File: src/rtl/interrupt_ack_sequencer.sv
// Interrupt acknowledge sequencer for the 8259 core.
// Decodes INTA# pulse trains (8086 two-pulse, 8080 three-pulse), drives the
// vector / CALL bytes, pulses the in-service latch, and applies OCW2 EOI and
// rotate commands together with automatic EOI at the end of acknowledge.
module interrupt_ack_sequencer #(
  parameter logic [7:0] CALL_OPCODE  = 8'hCD,
  parameter logic [2:0] RESET_ROTATE = 3'd7
) (
  input  logic       clock,
  input  logic       reset,
  input  logic       interrupt_acknowledge_n,
  input  logic [7:0] interrupt_request_resolved,
  input  logic [7:0] highest_level_in_service,
  input  logic       mode_8086,
  input  logic       auto_eoi,
  input  logic       call_interval_4,
  input  logic [4:0] vector_base,
  input  logic [7:0] call_address_low,
  input  logic [7:0] call_address_high,
  input  logic       ocw2_write,
  input  logic [2:0] ocw2_command,
  input  logic [2:0] ocw2_level,
  output logic       latch_in_service,
  output logic [7:0] interrupt_to_latch,
  output logic [7:0] end_of_interrupt,
  output logic [2:0] priority_rotate,
  output logic [7:0] vector_out,
  output logic       vector_out_enable
);

  typedef enum logic [1:0] {IDLE, ACK1, ACK2, ACK3} state_t;

  state_t     state;
  state_t     next_state;
  logic       inta_prev;
  logic       fall;
  logic       rise;

  logic       mode_held;
  logic       aeoi_held;
  logic       interval_held;
  logic [2:0] level_held;
  logic       spurious_held;
  logic       rotate_on_aeoi;

  logic [2:0] resolved_level;
  logic       cur_mode;
  logic [2:0] cur_level;
  logic       drive_next;
  logic [7:0] byte_next;

  logic       end_of_ack;
  logic       aeoi_event;
  logic [7:0] aeoi_mask;

  logic [7:0] ocw2_eoi_mask;
  logic       ocw2_rotate_valid;
  logic [2:0] ocw2_rotate_value;
  logic       ocw2_set_raeoi;
  logic       ocw2_clr_raeoi;

  // Low address bits below A5 never reach the data bus in either interval.
  logic       addr_low_unused;
  assign addr_low_unused = ^call_address_low[4:0];

  function automatic logic [2:0] encode8(input logic [7:0] onehot);
    logic [2:0] idx;
    idx = 3'd0;
    for (int i = 7; i >= 0; i--) begin
      if (onehot[i]) idx = 3'(i);
    end
    return idx;
  endfunction

  function automatic logic [7:0] decode8(input logic [2:0] level);
    return 8'b1 << level;
  endfunction

  assign fall = inta_prev & ~interrupt_acknowledge_n;
  assign rise = ~inta_prev & interrupt_acknowledge_n;

  // Level and mode seen by the byte mux: live inputs at the first fall, held copies afterwards.
  always_comb begin
    resolved_level = (interrupt_request_resolved == 8'h00) ? 3'd7
                                                           : encode8(interrupt_request_resolved);
    cur_mode  = (state == IDLE) ? mode_8086 : mode_held;
    cur_level = (state == IDLE) ? resolved_level : level_held;
  end

  // Acknowledge sequencing: only falls advance, except the closing rise of the last byte.
  always_comb begin
    next_state = state;
    unique case (state)
      IDLE: if (fall) next_state = ACK1;
      ACK1: if (fall) next_state = ACK2;
      ACK2: begin
        if (mode_held) begin
          if (rise) next_state = IDLE;
        end else if (fall) begin
          next_state = ACK3;
        end
      end
      ACK3: if (rise) next_state = IDLE;
      default: next_state = IDLE;
    endcase
  end

  // Byte to place on the bus next cycle while INTA# stays low in a driving state.
  always_comb begin
    drive_next = 1'b0;
    byte_next  = 8'h00;
    if (!interrupt_acknowledge_n) begin
      unique case (next_state)
        IDLE: begin
          drive_next = 1'b0;
        end
        ACK1: begin
          if (!cur_mode) begin
            drive_next = 1'b1;
            byte_next  = CALL_OPCODE;
          end
        end
        ACK2: begin
          drive_next = 1'b1;
          if (cur_mode)
            byte_next = {vector_base, cur_level};
          else if (interval_held)
            byte_next = {call_address_low[7:5], cur_level, 2'b00};
          else
            byte_next = {call_address_low[7:6], cur_level, 3'b000};
        end
        ACK3: begin
          drive_next = 1'b1;
          byte_next  = call_address_high;
        end
        default: drive_next = 1'b0;
      endcase
    end
  end

  // Automatic EOI fires on the rise that closes the last byte of a real acknowledge.
  always_comb begin
    end_of_ack = rise && (((state == ACK2) && mode_held) || (state == ACK3));
    aeoi_event = end_of_ack && aeoi_held && !spurious_held;
    aeoi_mask  = aeoi_event ? decode8(level_held) : 8'h00;
  end

  // OCW2 command decode into an EOI mask, an optional new rotate value and AEOI-rotate control.
  always_comb begin
    ocw2_eoi_mask     = 8'h00;
    ocw2_rotate_valid = 1'b0;
    ocw2_rotate_value = priority_rotate;
    ocw2_set_raeoi    = 1'b0;
    ocw2_clr_raeoi    = 1'b0;
    if (ocw2_write) begin
      unique case (ocw2_command)
        3'b001: ocw2_eoi_mask = highest_level_in_service;
        3'b011: ocw2_eoi_mask = decode8(ocw2_level);
        3'b101: begin
          ocw2_eoi_mask = highest_level_in_service;
          if (highest_level_in_service != 8'h00) begin
            ocw2_rotate_valid = 1'b1;
            ocw2_rotate_value = encode8(highest_level_in_service);
          end
        end
        3'b111: begin
          ocw2_eoi_mask     = decode8(ocw2_level);
          ocw2_rotate_valid = 1'b1;
          ocw2_rotate_value = ocw2_level;
        end
        3'b110: begin
          ocw2_rotate_valid = 1'b1;
          ocw2_rotate_value = ocw2_level;
        end
        3'b100:  ocw2_set_raeoi = 1'b1;
        3'b000:  ocw2_clr_raeoi = 1'b1;
        default: ocw2_eoi_mask  = 8'h00;
      endcase
    end
  end

  // State, captured sequence context and all registered outputs.
  always_ff @(posedge clock) begin
    if (reset) begin
      state              <= IDLE;
      inta_prev          <= 1'b1;
      mode_held          <= 1'b0;
      aeoi_held          <= 1'b0;
      interval_held      <= 1'b0;
      level_held         <= 3'd0;
      spurious_held      <= 1'b0;
      rotate_on_aeoi     <= 1'b0;
      latch_in_service   <= 1'b0;
      interrupt_to_latch <= 8'h00;
      end_of_interrupt   <= 8'h00;
      priority_rotate    <= RESET_ROTATE;
      vector_out         <= 8'h00;
      vector_out_enable  <= 1'b0;
    end else begin
      inta_prev         <= interrupt_acknowledge_n;
      state             <= next_state;
      vector_out_enable <= drive_next;
      vector_out        <= byte_next;
      latch_in_service  <= (state == IDLE) && fall && (interrupt_request_resolved != 8'h00);
      if ((state == IDLE) && fall) begin
        mode_held     <= mode_8086;
        aeoi_held     <= auto_eoi;
        interval_held <= call_interval_4;
        level_held    <= resolved_level;
        spurious_held <= (interrupt_request_resolved == 8'h00);
        if (interrupt_request_resolved != 8'h00)
          interrupt_to_latch <= interrupt_request_resolved;
      end
      end_of_interrupt <= aeoi_mask | ocw2_eoi_mask;
      if (ocw2_rotate_valid)
        priority_rotate <= ocw2_rotate_value;
      else if (aeoi_event && rotate_on_aeoi)
        priority_rotate <= level_held;
      if (ocw2_set_raeoi)
        rotate_on_aeoi <= 1'b1;
      else if (ocw2_clr_raeoi)
        rotate_on_aeoi <= 1'b0;
    end
  end

endmodule

File: config.mk
export PLATFORM = sky130hd
export DESIGN_NAME = interrupt_ack_sequencer
export DESIGN_NICKNAME = d
export VERILOG_FILES = /design/src/rtl/interrupt_ack_sequencer.sv
export SDC_FILE = /design/constraint.sdc
export NUM_CORES = 1
export LEC_CHECK = 0
export BUFFER_PORTS_ARGS = -buffer_cell sky130_fd_sc_hd__buf_2
export CAP_MARGIN = 20
export CORE_ASPECT_RATIO = 0.6
export CORE_MARGIN = 2
export CORE_UTILIZATION = 52
export DETAILED_ROUTE_END_ITERATION = 16
export GPL_TIMING_DRIVEN = 1
export PLACE_DENSITY = 0.84
export SYNTH_ARGS = -nofsm -noshare
export SYNTH_HDL_FRONTEND = slang
export SYNTH_SLANG_ARGS = --single-unit
File: constraint.sdc
create_clock -name clock -period 3.3 [get_ports clock]
set_clock_uncertainty 0.2 [all_clocks]
set_input_delay 0.495 -clock clock [delete_from_list [all_inputs] [get_ports clock]]
set_output_delay 0.495 -clock clock [all_outputs]
set_load 0.02 [all_outputs]
==> results.toml <==
[logic_synthesis]
synth.distinct_cells = 44
synthTopCellsByArea = "dfxtp_1 40%, nand2_1 7.1%, nor2_1 5.8%, a21oi_1 5.7%, a22oi_1 5.6%"
synthesis.area_um2 = 2020
ys_ff_latch = 40
postSynthAreaPerCell_um2 = 7.66
synth_edf_count = 0
ys_warn_count = 0
synth_ff_type = "dfxtp_1"
seq_area_frac_synth_pct = 39.6
synth_largest_area_cell = "dfxtp_1"
synthCells = 264
syn_nets = 314
ys_async_sr_fraction_pct = 0
synth_top_area_share_pct = 39.6

[clock_tree]
insertion_delay_ps = 290
ctsHoldBuffers = 0
cts_sinks = 40
cts_made_buffers = 5
cts_root_buf = "clkbuf_8"
cts_resized = 0
cts_max_path_buffers = 2
cts.clk_slew.worst_paths_ps = 80
cts_tree = "done"
post_cts_buffers = 0
htree_levels = 2

[setup_path]
critPathKind = "reg -> reg"
end_kind = "register"
crit_arrival_ps = 2170
crit_required_ps = 3280
startpoint_type = "register"
path_max_fanout = 15

[floorplanning]
io-pin-count = 79
fp-row-count = 17
core_um2 = 3700
die_x_um = 84.5
die_area_um2 = 4420
initial_core_util_pct = 54.6
fp.dieH_um = 52.3

[flow_run]
maxCapViolCount = 0

[routing]
vias = 2130
routed.top_layer = "met4"
drtIter0Drc = 185
routed_wl_um = 5050
postRouteAntennaNets = 0
firstDrtPassIters = 5
met3_length_um = 437
m1WireLength_um = 2540
dr_wl_met2_um = 2030
drc_errors = 0
vias_per_cell = 5.65
wl_per_cell_um = 13.4

[pwr]
p_clk_share_pct = 28.8
pwr-share-seq_pct = 50.5
leakage_uw = 0.00108
power.total_uw = 1050
p_int_uw = 738
pwr_density_cell_nw_per_um2 = 425
combPwrFrac_pct = 20.7
switching_share_pct = 29.9
vdd_drop_max_v = 0.000274
p_sw_uw = 314

[placed_design]
port_buffers = 73
place_congestion = 0.872
hpwl_um = 3850

[finish]
area_delta_synth_final_pct = 22.3
n_antenna_cell = 0
layout_common_cells = "73 x buf_2, 40 x dfxtp_1, 38 x nand2_1, 31 x nor2_1, 23 x a21oi_1"
layout_commonest_cell = "buf_2"
drive_gt1_share_pct = 26.1
nets = 380
fin_util_pct = 66.8

[min_path]
hold_path_class = "in -> reg"

[global_route]
grt_antenna_before_repair = 0
grt_pass1_wl_um = 8270
grt_max_degree = 32
grt-ovfl-total = 0
grt_pass1_vias = 1741
grt_usage_pct = 23.9

[sta]
fmax_ghz = 0.457
worst_pin_slew_ps = 690
rsz0062_at_grt = "false"
maxSlewHeadroom_pct = 53.5
hold_viol_final = 0
finalSetupViolCount = 0
layout_min_cycle_time_ps = 2190
fin_crit_sh_pct = 66.3
slew_violations = 0
final.setup.tns_ps = 0

[run_status]
status = "finished clean"
-- registers in the layout, summed over array words and instances (netlist names), 2 cells and up --
name                cells
level_held              3
interrupt_to_latch      8
state                   2
vector_out              8
priority_rotate         3
end_of_interrupt        8
-- power groups by stage --
stage,combinational [uW],clock [uW],sequential (uW)
detailed placement,214,0,541
floorplan,125,0,553
finish,217,303,531
global route,243,329,535
global placement,210,0,541
CTS,215,309,531
-- Yosys cell counts (all sizes together), types with 2 or more instances --
| cell type | instances |
|---|---|
| nor3 | 3 |
| buf | 4 |
| o21ai | 7 |
| a31oi | 5 |
| inv | 14 |
| a21oi | 23 |
| a32oi | 2 |
| a41oi | 2 |
| nand2 | 38 |
| o32ai | 3 |
| nand3 | 4 |
| nor4 | 6 |
| a21boi | 2 |
| clkbuf | 11 |
| o21bai | 3 |
| o311ai | 2 |
| nand2b | 6 |
| mux2i | 5 |
| or2 | 5 |
| nor2b | 8 |
| dfxtp | 40 |
| a22oi | 15 |
| o22ai | 6 |
| and2 | 2 |
| o211ai | 2 |
| nor2 | 32 |
-- path summary, 6_finish.rpt --
check	cells past startpoint	end	slack (ps)	startpoint
setup / recovery	4	priority_rotate[0]	1110	state[1]
hold / removal	3	interval_held	240	call_interval_4
setup reg to reg	4	priority_rotate[0]	1110	state[1]
hold reg to reg	2	rotate_on_aeoi	250	rotate_on_aeoi
-- per-stage QoR --
stage | worst slack [ps] | instances | hold WS, ps | instance area [um^2]
after detailed placement | 1040 | 370 | 246 | 2390
final | 1110 | 377 | 241 | 2470
after floorplan | 1390 | 264 | 231 | 2020
after CTS | 1120 | 377 | 235 | 2470
after global routing | 979 | 377 | 248 | 2470
after global placement | 1070 | 370 | 239 | 2390
-- cells by family (layout without fill, tap and decap cells) --
logic type | after synthesis | in the layout | synth area share, %
buf+inv | 29 | 95 | 5.51
flops | 40 | 40 | 39.6
compound gates | 80 | 80 | 26.6
mux | 5 | 5 | 2.48
simple gates | 110 | 110 | 25.8
-- cell type report --
type | instances | area, um^2
Clock buffer | 6 | 72.6
Clock inverter | 1 | 5.00
Fill cell | 316 | 1230
Inverter | 14 | 52.6
Multi-Input combinational cell | 195 | 1110
Sequential cell | 40 | 801
Tap cell | 47 | 58.8
Timing Repair Buffer | 74 | 373
-- routing by layer --
metal / track usage, % / vias up
met5: 0 / -
met4: 6.61 / 0
met3: 5.67 / 6
met2: 33.6 / 96
met1: 35.9 / 954
li1: - / 1074
-- critical path, cell delays in order (launching register included) --
cell and delay, ps:
dfxtp_1 570, nand3b_1 190, or4b_1 610, a211o_1 350, a21o_1 160
Note: power is estimated with default switching activity, not from simulation.
